**src/rtl/cla_multiword_add_seq.sv**
```systemverilog
// rtl/cla_multiword_add_seq.sv - word-serial wide add/sub sequencer around a shared 16-bit CLA

// 16-bit carry-lookahead adder: four 4-bit groups with a second lookahead level across groups.
module cla16 (
  input  logic [15:0] a,
  input  logic [15:0] b,
  input  logic        c0,
  output logic [15:0] s,
  output logic        cout
);

  logic [15:0] p;
  logic [15:0] g;
  logic [15:0] c;
  logic [3:0]  gp;
  logic [3:0]  gg;
  logic [4:0]  gc;

  // Bit propagate/generate, group P/G, group carries, then carries inside each group.
  always_comb begin
    p  = a ^ b;
    g  = a & b;
    gp = '0;
    gg = '0;
    c  = '0;
    for (int i = 0; i < 4; i++) begin
      gp[i] = &p[4*i +: 4];
      gg[i] = g[4*i+3]
            | (p[4*i+3] & g[4*i+2])
            | (p[4*i+3] & p[4*i+2] & g[4*i+1])
            | (p[4*i+3] & p[4*i+2] & p[4*i+1] & g[4*i]);
    end
    gc[0] = c0;
    gc[1] = gg[0] | (gp[0] & c0);
    gc[2] = gg[1] | (gp[1] & gg[0]) | (gp[1] & gp[0] & c0);
    gc[3] = gg[2] | (gp[2] & gg[1]) | (gp[2] & gp[1] & gg[0])
          | (gp[2] & gp[1] & gp[0] & c0);
    gc[4] = gg[3] | (gp[3] & gg[2]) | (gp[3] & gp[2] & gg[1])
          | (gp[3] & gp[2] & gp[1] & gg[0]) | (gp[3] & gp[2] & gp[1] & gp[0] & c0);
    for (int i = 0; i < 4; i++) begin
      c[4*i]   = gc[i];
      c[4*i+1] = g[4*i] | (p[4*i] & gc[i]);
      c[4*i+2] = g[4*i+1] | (p[4*i+1] & g[4*i]) | (p[4*i+1] & p[4*i] & gc[i]);
      c[4*i+3] = g[4*i+2] | (p[4*i+2] & g[4*i+1]) | (p[4*i+2] & p[4*i+1] & g[4*i])
               | (p[4*i+2] & p[4*i+1] & p[4*i] & gc[i]);
    end
    s    = p ^ c;
    cout = gc[4];
  end

endmodule

// Sequencer: latches a request, feeds one 16-bit word per cycle (LSW first) through cla16,
// ripples the carry through a register and holds the result until the consumer takes it.
module cla_multiword_add_seq #(
  parameter int NWORDS = 4
) (
  input  logic                 clk,
  input  logic                 rst_n,
  input  logic                 in_valid,
  output logic                 in_ready,
  input  logic [16*NWORDS-1:0] op_a,
  input  logic [16*NWORDS-1:0] op_b,
  input  logic                 sub,
  output logic                 out_valid,
  input  logic                 out_ready,
  output logic [16*NWORDS-1:0] result,
  output logic                 carry_out,
  output logic                 overflow,
  output logic                 busy
);

  localparam int W  = 16 * NWORDS;
  localparam int IW = $clog2(NWORDS);
  localparam logic [IW-1:0] LAST = IW'(NWORDS - 1);

  typedef enum logic [1:0] {
    IDLE = 2'd0,
    RUN  = 2'd1,
    DONE = 2'd2
  } state_t;

  state_t        state_q;
  state_t        state_d;
  logic [W-1:0]  a_reg;
  logic [W-1:0]  b_reg;
  logic [W-1:0]  result_r;
  logic [IW-1:0] idx;
  logic          carry_r;
  logic          carry_out_r;
  logic          overflow_r;
  logic [15:0]   a_word;
  logic [15:0]   b_word;
  logic [15:0]   s_word;
  logic          c_word;

  // Select the operand words addressed by the current word index.
  always_comb begin
    a_word = a_reg[{idx, 4'b0000} +: 16];
    b_word = b_reg[{idx, 4'b0000} +: 16];
  end

  cla16 u_cla (
    .a    (a_word),
    .b    (b_word),
    .c0   (carry_r),
    .s    (s_word),
    .cout (c_word)
  );

  // State register.
  always_ff @(posedge clk or negedge rst_n) begin
    if (!rst_n) state_q <= IDLE;
    else        state_q <= state_d;
  end

  // Next state and status outputs; status is decoded from state so reset clears it at once.
  always_comb begin
    state_d   = state_q;
    in_ready  = 1'b0;
    out_valid = 1'b0;
    busy      = 1'b0;
    case (state_q)
      IDLE: begin
        in_ready = 1'b1;
        if (in_valid) state_d = RUN;
      end
      RUN: begin
        busy = 1'b1;
        if (idx == LAST) state_d = DONE;
      end
      DONE: begin
        busy      = 1'b1;
        out_valid = 1'b1;
        if (out_ready) state_d = IDLE;
      end
      default: state_d = IDLE;
    endcase
  end

  // Datapath: operand capture on handshake, one word per RUN cycle, flags on the last word.
  // Subtraction is folded in at capture: B is stored inverted and the carry seeded with 1.
  always_ff @(posedge clk or negedge rst_n) begin
    if (!rst_n) begin
      a_reg       <= '0;
      b_reg       <= '0;
      result_r    <= '0;
      idx         <= '0;
      carry_r     <= 1'b0;
      carry_out_r <= 1'b0;
      overflow_r  <= 1'b0;
    end else begin
      case (state_q)
        IDLE: begin
          if (in_valid) begin
            a_reg   <= op_a;
            b_reg   <= sub ? ~op_b : op_b;
            carry_r <= sub;
            idx     <= '0;
          end
        end
        RUN: begin
          result_r[{idx, 4'b0000} +: 16] <= s_word;
          carry_r <= c_word;
          idx     <= idx + 1'b1;
          if (idx == LAST) begin
            carry_out_r <= c_word;
            overflow_r  <= (a_word[15] == b_word[15]) & (s_word[15] != a_word[15]);
          end
        end
        default: ;
      endcase
    end
  end

  assign result    = result_r;
  assign carry_out = carry_out_r;
  assign overflow  = overflow_r;

endmodule

```
**config.mk**
```make
export PLATFORM = sky130hd
export DESIGN_NAME = cla_multiword_add_seq
export DESIGN_NICKNAME = d
export VERILOG_FILES = /design/src/rtl/cla_multiword_add_seq.sv
export SDC_FILE = /design/constraint.sdc
export NUM_CORES = 1
export LEC_CHECK = 0
export ABC_CLOCK_PERIOD_IN_PS = 3630
export BUFFER_PORTS_ARGS = -buffer_cell sky130_fd_sc_hd__clkbuf_2
export CELL_PAD_IN_SITES_DETAIL_PLACEMENT = 0
export CELL_PAD_IN_SITES_GLOBAL_PLACEMENT = 1
export CORE_MARGIN = 2
export CORE_UTILIZATION = 39
export CTS_BUF_LIST = sky130_fd_sc_hd__clkbuf_4 sky130_fd_sc_hd__clkbuf_8 sky130_fd_sc_hd__clkbuf_16
export DETAILED_ROUTE_END_ITERATION = 10
export PLACE_DENSITY_LB_ADDON = 0.1
export SYNTH_ARGS = -nofsm -noshare
export SYNTH_HDL_FRONTEND = slang
export SYNTH_SLANG_ARGS = --single-unit
```
**constraint.sdc**
```tcl
create_clock -name clk -period 3.63 [get_ports clk]
set_input_delay 1.089 -clock clk [delete_from_list [all_inputs] [get_ports clk]]
set_output_delay 1.089 -clock clk [all_outputs]
set_load 0.02 [all_outputs]
```
==> summary.md, run 1 <==
| Metric | Value |
|---|---|
| Status | finished, final reports clean |
| R2R Path End | result[45]$_DFFE_PN0P_ |
| Initial antenna violation count | 0 |
| Synthesized instance count | ~750 |
| Die W | between 150 and 200 um |
| Largest net degree at the start of global routing | just under 80 |
| Pwr dens | around 1100 nW/um^2 |
| CTS max path bufs | 2 |
| Number of cell rows | between 50 and 60 |
| Uppermost layer routed | met4 |
| Worst-margin pin slew | between 1 and 1.5 ns |
| Layout area overhead | 22.4% |
| Final core occ | 48.6% |
| I/O pins | about 200 |
| Core Area | between 20000 and 25000 um^2 |
| Vias in the first global route | roughly 6700 |
| DIE AREA | between 20000 and 30000 um^2 |
| VDD IR max | 0.000550 V |
| Largest cells by area after synthesis | dfrtp_1 (53%), mux2_2 (7.8%), mux4_2 (7.7%) |
| Detailed-route via count | roughly 6400 |
| Hold WC Path Type | reg2reg |
| CP Capture Point | result[45]$_DFFE_PN0P_ |
| Minimum clock period | around 3.5 ns |
| Top-area cell type share of the netlist area | ~53% |
| Hold Vio Cnt, Final | 0 |
| Setup Skew | 0.0121 ns |
| DR WL met2 | between 10000 and 15000 um |
| Final Setup Violations | 0 |
| R2r setup slk | approximately 0.14 ns |
| Syn nets | roughly 910 |
| WL per Instance | around 19 um |
| Fmax | between 200 and 300 MHz |
| Initial DRT Pass Iterations | 5 |
| Share of post-route cells with drive strength above 1 | about 39% |
| Fill cell count | approximately 2200 |
| R2R depth | 11 |
| Met1 wire length | 10400 um |
| Post-Synthesis Cell Area | between 9000 and 10000 um^2 |
| First DRT Iteration DRCs | 265 |
| Startpoint type of the worst setup path | register |
| Starting Density | 39.7% |
| Post-DR vias/cell | approximately 5.0 |
| TritonCTS clock tree | yes |
| Critical path data arrival time | 3.82 ns |
| Post-route cell area | about 11000 um^2 |
| Worst-path fanout max | 4 |
| Ys Warns | 0 |
| Avg Inst Size Synth | approximately 12 um^2 |
| Slew Viols, Final | 0 |
| Gr ovfl total | 0 |
| Num CTS Buffers | 17 |
| Antenna viol nets, final | 0 |
| Ant. Diodes | 0 |
| Worst setup path startpoint | idx[0]$_DFFE_PN0P_ |
| Vert. Die Dim | roughly 160 um |
| Final WL | around 25000 um |
| # port buffers | 201 |
| Synth Register Bits | between 150 and 200 |
| Cts hold-fix bufs | 0 |
| R2r startpoint | idx[0]$_DFFE_PN0P_ |
| Ratio of final minimum period to clock period | a little over nine tenths |
| RSZ-0062 raised after global routing | no |
| Fin nets | between 1000 and 1500 |
| CTS clk-pin slew, worst paths | roughly 0.08 ns |
| Final HPWL DP | 18700 um |
| Dominant cell type by area after synthesis | dfrtp_1 |
| Max_cap viols | 0 |
| All-Layer GR Usage | about a fifth |
| Global-route wire length before repair | between 30000 and 40000 um |
| Htree depth | 4 |
| P_leak | approximately 0.0053 uW |
| Worst-Skew Late Latency | 0.44 ns |
| Synth cell types | between 40 and 50 |
| Area of the multi-input gates | around 4100 um^2 |
| Clk root buf | clkbuf_16 |
| FF+latch area | approximately 5000 um^2 |
| Dpl cell area | around 11000 um^2 |
| Crit end category | register |
| Share of the yosys chip area belonging to registers | 53.4% |
| Clock Sinks | 199 |
| Worst EP required | roughly 4.0 ns |
| Relative slew slack | 32.9% |
| GPL Wtd Cong | just over 0.8 |
| DR DRC count | 0 |
| WL met3 | approximately 1100 um |
| Worst Setup Path Type | reg2reg |
## how the worst min path moves through the flow
stage                     slack (ns)  cells after the start               endpoint                   from
after global placement          0.46                      2  b_reg[11]$_DFFE_PN0P_  b_reg[11]$_DFFE_PN0P_
final                           0.48                      2  b_reg[11]$_DFFE_PN0P_  b_reg[11]$_DFFE_PN0P_
after floorplan                 0.44                      2  b_reg[32]$_DFFE_PN0P_  b_reg[32]$_DFFE_PN0P_
after detailed placement        0.47                      2  b_reg[24]$_DFFE_PN0P_  b_reg[24]$_DFFE_PN0P_
after CTS                       0.49                      2  b_reg[11]$_DFFE_PN0P_  b_reg[11]$_DFFE_PN0P_
after global routing            0.50                      2  b_reg[42]$_DFFE_PN0P_  b_reg[42]$_DFFE_PN0P_
## timing repair
item | in CTS | in global routing
resized for setup | 2 | 1
setup endpoints to repair | 4 | 11
cloned | 0 | 0
pin swaps | 0 | 2
setup buffers | 0 | 5
endpoints found under the hold margin | 0 | 0
## routing by layer
layer | global-route usage, % | up-vias
li1 | - | 3039
met3 | 4.22 | 26
met4 | 5.19 | 0
met5 | 0 | -
met1 | 25.5 | 3170
met2 | 35.8 | 174
## synthesized netlist by cell type, drive strengths merged
| cell | instances |
|---|---|
| fa | 4 |
| a32o | 1 |
| o31ai | 1 |
| a211oi | 2 |
| dfrtp | 199 |
| a21oi | 10 |
| clkbuf | 19 |
| o21a | 1 |
| nor3 | 2 |
| buf | 24 |
| nor3b | 1 |
| nand3 | 5 |
| nand2 | 103 |
| o21bai | 1 |
| or3 | 1 |
| o21ai | 98 |
| xor2 | 7 |
| a22o | 40 |
| a21boi | 1 |
| a41oi | 1 |
| and2 | 1 |
| mux2 | 65 |
| o211ai | 2 |
| a22oi | 1 |
| xnor2 | 69 |
| a21o | 3 |
| or4b | 1 |
| inv | 12 |
| nor2 | 9 |
| a221oi | 1 |
| mux4 | 32 |
| nor4b | 1 |
| nand4 | 1 |
| ha | 25 |
| nand2b | 3 |
## critical path, stage by stage (launching register included)
cell and delay, ns:
dfrtp_4 0.49, buf_4 0.17, mux4_2 0.44, ha_1 0.34
a211oi_2 0.30, o21ai_1 0.16, a21oi_2 0.25, o21ai_1 0.15
a21o_1 0.23, fa_1 0.48, xnor2_2 0.24, o21ai_0 0.13
## power by group
part / switching [uW] / internal, uW
registers: 642 / 3190
logic: 3910 / 2690
clock network: 926 / 990
## layout make-up
cell class | count | share of cell area, %
clock buffers | 18 | 3.79
clock inverters | 14 | 1.37
inverters | 12 | 0.395
multi-input cells | 493 | 36.2
flip-flops and latches | 199 | 43.7
well taps | 319 | 3.50
repair buffers | 223 | 11.0
## metrics by stage
step / cells / power, uW / setup TNS [ns] / setup slack (ns) / hold slack, ns
6_report: 1278 / 12300 / 0 / 0.137 / 0.478
5_1_grt: 1278 / 13200 / 0 / 0.00638 / 0.505
4_1_cts: 1273 / 12400 / 0 / 0.0404 / 0.485
3_5_place_dp: 1241 / 10500 / -0.237 / -0.0700 / 0.467
3_3_place_gp: 1241 / 10300 / 0 / 0.0540 / 0.458
2_1_floorplan: 747 / 7950 / 0 / 0.0899 / 0.445
## cell families after synthesis
kind of cell / after synthesis / synth area share (%)
buffers and inverters: 55 / 2.46
XOR/XNOR: 76 / 7.22
multiplexers: 97 / 15.6
AND/OR/NAND/NOR: 128 / 5.90
AO/OA/AOI/OAI: 163 / 11.2
adder cells (fa/ha/maj): 29 / 4.21
flip-flops: 199 / 53.4
## cell usage in the layout, fill, tap and decap left out, types with 3 or more instances in the layout
cell type / synthesis / final
mux2_2: 65 / 65
buf_12: 0 / 6
nand3_1: 3 / 3
clkbuf_2: 0 / 199
nor2_1: 7 / 7
dfrtp_1: 199 / 197
inv_8: 0 / 6
nand2_1: 103 / 102
clkinv_4: 0 / 3
buf_4: 0 / 16
fa_1: 4 / 4
a22o_1: 40 / 40
nand2b_1: 3 / 3
a21o_1: 3 / 3
mux4_2: 32 / 32
clkbuf_16: 0 / 17
a21oi_1: 9 / 8
o21ai_1: 4 / 4
ha_1: 25 / 25
o21ai_0: 94 / 94
xor2_1: 6 / 6
xnor2_1: 69 / 68
inv_1: 12 / 12
(Power assumes the default switching activity.)
==> inputs of run 2 (changes only) <==
Settings changed: CORE_UTILIZATION 39 to 41, CTS_BUF_LIST sky130_fd_sc_hd__clkbuf_4 sky130_fd_sc_hd__clkbuf_8 sky130_fd_sc_hd__clkbuf_16 to sky130_fd_sc_hd__clkbuf_8, CTS_CLUSTER_DIAMETER from default to 30.
==> summary.md, run 2 (synthesized netlist as in run 1, its figures left out) <==
| Metric | Value |
|---|---|
| Status | finished, final reports clean (unchanged) |
| CTS max path bufs | 2 (unchanged) |
| CP delay by family, top | compound AO/OA/AOI/OAI gates (unchanged) |
| P_leak | 0.00527 uW (was 0.00530 uW) |
| Final WL | 24300 um (was 24600 um) |
| DR DRC count | 0 (unchanged) |
| Layout area overhead | 21.0% (was 22.4%) |
| Worst-path fanout max | 5 (was 4) |
| RSZ-0062 raised after global routing | no (unchanged) |
| WL per Instance | 19.4 um (was 19.2 um) |
| Most frequent cells in the layout | clkbuf_2 (199), dfrtp_1 (197), nand2_1 (102), o21ai_0 (93), xnor2_1 (68) (was clkbuf_2 (199), dfrtp_1 (197), nand2_1 (102), o21ai_0 (94), xnor2_1 (68)) |
| Ratio of final minimum period to clock period | 94.9% (was 96.2%) |
| Relative slew slack | 34.7% (was 32.9%) |
| Hold Vio Cnt, Final | 0 (unchanged) |
| Max_cap viols | 0 (unchanged) |
| CP cell instances | buf_2, buf_4, mux4_2, ha_1, o211ai_1, nor2_1, a21oi_2, o21ai_1, a21o_1, fa_1, xnor2_2, o21ai_0 (was buf_4, mux4_2, ha_1, a211oi_2, o21ai_1, a21oi_2, o21ai_1, a21o_1, fa_1, xnor2_2, o21ai_0) |
| All-Layer GR Usage | 20.8% (was 20.3%) |
| GPL Wtd Cong | 0.849 (was 0.823) |
| Dpl cell area | 10700 um^2 (was 10800 um^2) |
| DIE AREA | 24000 um^2 (was 25200 um^2) |
| Number of cell rows | 55 (was 56) |
| Detailed-route via count | 6477 (was 6409) |
| Antenna viol nets, final | 0 (unchanged) |
| Global-route wire length before repair | 38000 um (was 37900 um) |
| Worst-margin pin slew | 0.980 ns (was 1.01 ns) |
| Cts hold-fix bufs | 0 (unchanged) |
| TritonCTS clock tree | yes (unchanged) |
| WP buf/inv | 2 (was 1) |
| Crit end category | register (unchanged) |
| # port buffers | 201 (unchanged) |
| Post-DR vias/cell | 5.18 (was 5.01) |
| Clock Sinks | 199 (unchanged) |
| Most common cell after layout, fill and taps aside | clkbuf_2 (unchanged) |
| Minimum clock period | 3.44 ns (was 3.49 ns) |
| Vert. Die Dim | 155 um (was 159 um) |
| Fmax | 290 MHz (was 286 MHz) |
| Critical path's slowest cell | dfrtp_4 (unchanged) |
| Final HPWL DP | 18700 um (about the same) |
| I/O pins | 202 (unchanged) |
| Final Setup Violations | 0 (unchanged) |
| Final core occ | 50.1% (was 48.6%) |
| Gr ovfl total | 0 (unchanged) |
| Critical path data arrival time | 3.79 ns (was 3.82 ns) |
| Setup Skew | 0.0168 ns (was 0.0121 ns) |
| Worst-Skew Late Latency | 0.47 ns (was 0.44 ns) |
| Die W | 155 um (was 159 um) |
| Fill cell count | 2011 (was 2150) |
| Post-route cell area | 11300 um^2 (was 11400 um^2) |
| Clk root buf | clkbuf_8 (was clkbuf_16) |
| VDD IR max | 0.000542 V (was 0.000550 V) |
| Pwr dens | 1080 nW/um^2 (about the same) |
| Num CTS Buffers | 17 (unchanged) |
| Ant. Diodes | 0 (unchanged) |
| Worst Setup Path Type | reg2reg (unchanged) |
| Worst EP required | 3.97 ns (was 3.95 ns) |
| First DRT Iteration DRCs | 278 (was 265) |
| Htree depth | 4 (unchanged) |
| Initial DRT Pass Iterations | 4 (was 5) |
| Slew Viols, Final | 0 (unchanged) |
| Initial antenna violation count | 0 (unchanged) |
| Hold WC Path Type | reg2reg (unchanged) |
| Share of post-route cells with drive strength above 1 | 39.2% (was 38.6%) |
| Startpoint type of the worst setup path | register (unchanged) |
| R2r startpoint | idx[0]$_DFFE_PN0P_ (unchanged) |
| Fin nets | 1115 (was 1108) |
| CTS clk-pin slew, worst paths | 0.11 ns (was 0.08 ns) |
| Starting Density | 41.4% (was 39.7%) |
| Vias in the first global route | 6896 (was 6659) |
| Largest net degree at the start of global routing | 110 (was 77) |
| Worst setup path startpoint | idx[0]$_DFFE_PN0P_ (unchanged) |
| Worst hold start | b_reg[41]$_DFFE_PN0P_ (was b_reg[11]$_DFFE_PN0P_) |
| Max stage delay on crit path | 0.48 ns (was 0.49 ns) |
| Core Area | 22500 um^2 (was 23500 um^2) |
run 2: cell types whose count changed in the layout (fill, tap and decap cells not counted), sizes merged:
cell    change
clkbuf      -1
bufinv      +3
inv         -3
buf         +8
run 2: timing repair:
| action | CTS | global route |
|---|---|---|
| endpoints found under the setup margin | 4 | 12 |
| setup buffers | 0 | 9 |
| pin swaps | 0 | 3 |
| resized for setup | 2 | 6 |
run 2: final timing paths:
| kind | slack (ns) | depth (start not counted) | endpoint |
|---|---|---|---|
| setup / recovery | 0.19 | 12 | result[61]$_DFFE_PN0P_ |
| hold / removal | 0.48 | 2 | b_reg[41]$_DFFE_PN0P_ |
| setup reg to reg | 0.19 | 12 | result[61]$_DFFE_PN0P_ |
| hold reg to reg | 0.48 | 2 | b_reg[41]$_DFFE_PN0P_ |
| max in group asynchronous | 2.22 | 2 | b_reg[15]$_DFFE_PN0P_ |
| min in group asynchronous | 0.61 | 1 | result[42]$_DFFE_PN0P_ |
run 2: final cells by class:
type / instances / area, um^2 / share of cell area (%)
repair buffers: 230 / 1300 / 11.5
well taps: 285 / 357 / 3.16
multi-input cells: 493 / 4160 / 36.8
clock inverters: 14 / 195 / 1.73
inverters: 12 / 45.0 / 0.399
clock buffers: 18 / 248 / 2.20
flip-flops and latches: 199 / 4980 / 44.2
run 2: stage by stage:
stage / worst slack, ns / power [uW] / std cells / setup TNS (ns) / hold WS, ns
after floorplan: 0.0899 / 7950 / 747 / 0 / 0.445
after global placement: 0.0824 / 10200 / 1210 / 0 / 0.464
after detailed placement: -0.0700 / 10400 / 1210 / -0.217 / 0.465
after CTS: 0.0370 / 12000 / 1242 / 0 / 0.489
after global routing: 0.00479 / 13000 / 1251 / 0 / 0.519
final: 0.186 / 12200 / 1251 / 0 / 0.484
run 2: tightest hold or removal path: stages, from the launching register on:
cell     delay [ns]
dfrtp_1        0.35
nand2_1        0.04
o21ai_0        0.06
run 2: layer usage:
layer / wire length (um) / GRT usage (%) / share of wire, %
met1: 10200 / 25.9 / 42
met2: 12700 / 37.3 / 52
met3: 1020 / 3.61 / 4.2
met4: 432 / 5.86 / 1.8
met5: 0 / 0 / 0
run 2: power breakdown:
| part | internal [uW] | total, uW | switching [uW] |
|---|---|---|---|
| clock network | 777 | 1580 | 807 |
| registers | 3180 | 3840 | 652 |
| logic | 2780 | 6740 | 3950 |
| total | 6740 | 12200 | 5410 |
==> inputs of run 3 (changes only) <==
Settings changed: CELL_PAD_IN_SITES_DETAIL_PLACEMENT 0 to default, CELL_PAD_IN_SITES_GLOBAL_PLACEMENT 1 to default, CORE_UTILIZATION 41 to 51, PLACE_DENSITY from default to 0.79, PLACE_DENSITY_LB_ADDON 0.1 to default.
==> summary.md, run 3 (synthesized netlist as in run 1, its figures left out) <==
| Metric | Value |
|---|---|
| Minimum clock period | 3.44 ns (about the same) |
| Pwr dens | 1040 nW/um^2 (was 1080 nW/um^2) |
| Vert. Die Dim | 139 um (was 155 um) |
| Worst-path fanout max | 6 (was 5) |
| Startpoint type of the worst setup path | register (unchanged) |
| Global-route wire length before repair | 35000 um (was 38000 um) |
| Final cell count without fillers | 1193 (was 1251) |
| Gr ovfl total | 0 (unchanged) |
| DIE AREA | 19400 um^2 (was 24000 um^2) |
| Crit end category | register (unchanged) |
| Hold Vio Cnt, Final | 0 (unchanged) |
| Core Area | 18000 um^2 (was 22500 um^2) |
| Share of post-route cells with drive strength above 1 | 38.9% (was 39.2%) |
| CTS clk-pin slew, worst paths | 0.10 ns (was 0.11 ns) |
| R2r startpoint | idx[0]$_DFFE_PN0P_ (unchanged) |
| Clock Sinks | 199 (unchanged) |
| Worst hold start | result[0]$_DFFE_PN0P_ (was b_reg[41]$_DFFE_PN0P_) |
| I/O pins | 202 (unchanged) |
| Htree depth | 4 (unchanged) |
| Worst Setup Slack, final | 0.185 ns (was 0.186 ns) |
| Hold depth | 2 (unchanged) |
| Placed Cells | 1157 (was 1210) |
| Post-DR vias/cell | 5.49 (was 5.18) |
| Layout area overhead | 19.1% (was 21.0%) |
| Initial DRT Pass Iterations | 5 (was 4) |
| Number of cell rows | 49 (was 55) |
| Setup Skew | 0.0125 ns (was 0.0168 ns) |
| TritonCTS clock tree | yes (unchanged) |
| Final WL | 22300 um (was 24300 um) |
| WL met3 | 1160 um (was 1020 um) |
| Setup TNS Final | 0 ns (unchanged) |
| Ant. Diodes | 0 (unchanged) |
| Slew Viols, Final | 0 (unchanged) |
| Worst EP required | 3.98 ns (was 3.97 ns) |
| R2R depth | 12 (unchanged) |
| Vias in the first global route | 6455 (was 6896) |
| Final Setup Violations | 0 (unchanged) |
| Dpl cell area | 10700 um^2 (about the same) |
| R2R Path End | result[29]$_DFFE_PN0P_ (was result[61]$_DFFE_PN0P_) |
| VDD IR max | 0.000618 V (was 0.000542 V) |
| Most common cell after layout, fill and taps aside | clkbuf_2 (unchanged) |
| Num CTS Buffers | 17 (unchanged) |
| Fmax | 290 MHz (about the same) |
| CTS max path bufs | 2 (unchanged) |
| Relative slew slack | 45.8% (was 34.7%) |
| Hold WC Path Type | reg2reg (unchanged) |
| Post-route cell area | 11100 um^2 (was 11300 um^2) |
| Fill cell count | 1401 (was 2011) |
| Worst-margin pin slew | 0.813 ns (was 0.980 ns) |
| Cts hold-fix bufs | 0 (unchanged) |
| Status | finished, final reports clean (unchanged) |
| Critical path data arrival time | 3.80 ns (was 3.79 ns) |
| Uppermost layer routed | met4 (unchanged) |
| Fin nets | 1113 (was 1115) |
| Final HPWL DP | 17200 um (was 18700 um) |
| Clk root buf | clkbuf_8 (unchanged) |
| Detailed-route via count | 6550 (was 6477) |
| P_leak | 0.00522 uW (was 0.00527 uW) |
| Met1 wire length | 9590 um (was 10200 um) |
| Power Total | 11500 uW (was 12200 uW) |
| Initial antenna violation count | 0 (unchanged) |
| Largest net degree at the start of global routing | 84 (was 110) |
| # port buffers | 201 (unchanged) |
| WL per Instance | 18.7 um (was 19.4 um) |
| Starting Density | 51.9% (was 41.4%) |
| R2r setup slk | 0.19 ns (about the same) |
| First DRT Iteration DRCs | 459 (was 278) |
| GPL Wtd Cong | 0.815 (was 0.849) |
| RSZ-0062 raised after global routing | no (unchanged) |
| Worst-Skew Late Latency | 0.48 ns (was 0.47 ns) |
| Antenna viol nets, final | 0 (unchanged) |
| Worst setup path startpoint | idx[0]$_DFFE_PN0P_ (unchanged) |
| Hold Path End | result[0]$_DFFE_PN0P_ (was b_reg[41]$_DFFE_PN0P_) |
| Most frequent cells in the layout | clkbuf_2 (199), dfrtp_1 (197), nand2_1 (102), o21ai_0 (94), xnor2_1 (68) (was clkbuf_2 (199), dfrtp_1 (197), nand2_1 (102), o21ai_0 (93), xnor2_1 (68)) |
| Ratio of final minimum period to clock period | 94.9% (about the same) |
| DR WL met2 | 11000 um (was 12700 um) |
| Max_cap viols | 0 (unchanged) |
| Die W | 139 um (was 155 um) |
| Worst slack at placement | -0.0493 ns (was -0.0700 ns) |
| DR DRC count | 0 (unchanged) |
| All-Layer GR Usage | 23.4% (was 20.8%) |
| Worst Setup Path Type | reg2reg (unchanged) |
==> run 3: how the worst max path moves through the flow <==
| stage | end | cells after the start |
|---|---|---|
| after floorplan | result[45]$_DFFE_PN0P_ | 12 |
| after global placement | result[61]$_DFFE_PN0P_ | 11 |
| after detailed placement | result[61]$_DFFE_PN0P_ | 11 |
| after CTS | result[29]$_DFFE_PN0P_ | 11 |
| after global routing | result[29]$_DFFE_PN0P_ | 12 |
| final | result[29]$_DFFE_PN0P_ | 12 |
==> run 3: cell type report <==
type	count	area, um^2	area share (%)
timing repair buffer	228	1260	11.3
inverter	12	45.0	0.406
tap	229	287	2.58
clock inverter	12	116	1.05
sequential	199	4980	44.9
multi-input combinational	493	4140	37.3
clock buffer	20	275	2.48
==> run 3: worst max-delay path: stages (launching register included) <==
cell,delay (ns)
dfrtp_4,0.45
clkbuf_4,0.20
buf_4,0.18
mux4_2,0.52
ha_1,0.34
a21oi_1,0.15
o21ai_1,0.13
a21oi_2,0.18
o21ai_1,0.12
a21o_1,0.21
fa_1,0.46
xnor2_2,0.24
o21ai_0,0.13
==> run 3: where the power goes <==
| part | internal, uW | switching (uW) | total, uW |
|---|---|---|---|
| clock network | 609 | 792 | 1400 |
| registers | 3180 | 663 | 3850 |
| logic | 2630 | 3650 | 6280 |
==> run 3: routing by layer <==
metal  vias to the layer above  GRT usage [%]
li1                       3065              -
met1                      3215           32.1
met2                       235           37.7
met3                        35           4.20
met4                         0           8.45
met5                         -              0
==> run 3: per-stage QoR <==
step,util [%],hold WS [ns]
6_report,61.8,0.488
5_1_grt,61.8,0.508
4_1_cts,61.6,0.492
3_5_place_dp,59.4,0.470
3_3_place_gp,59.4,0.457
2_1_floorplan,-,0.445
==> run 3: timing repair <==
item / CTS / global route
gates resized for setup: 2 / 2
pin swaps: 0 / 1
endpoints found under the setup margin: 4 / 8
buffers inserted: 0 / 4
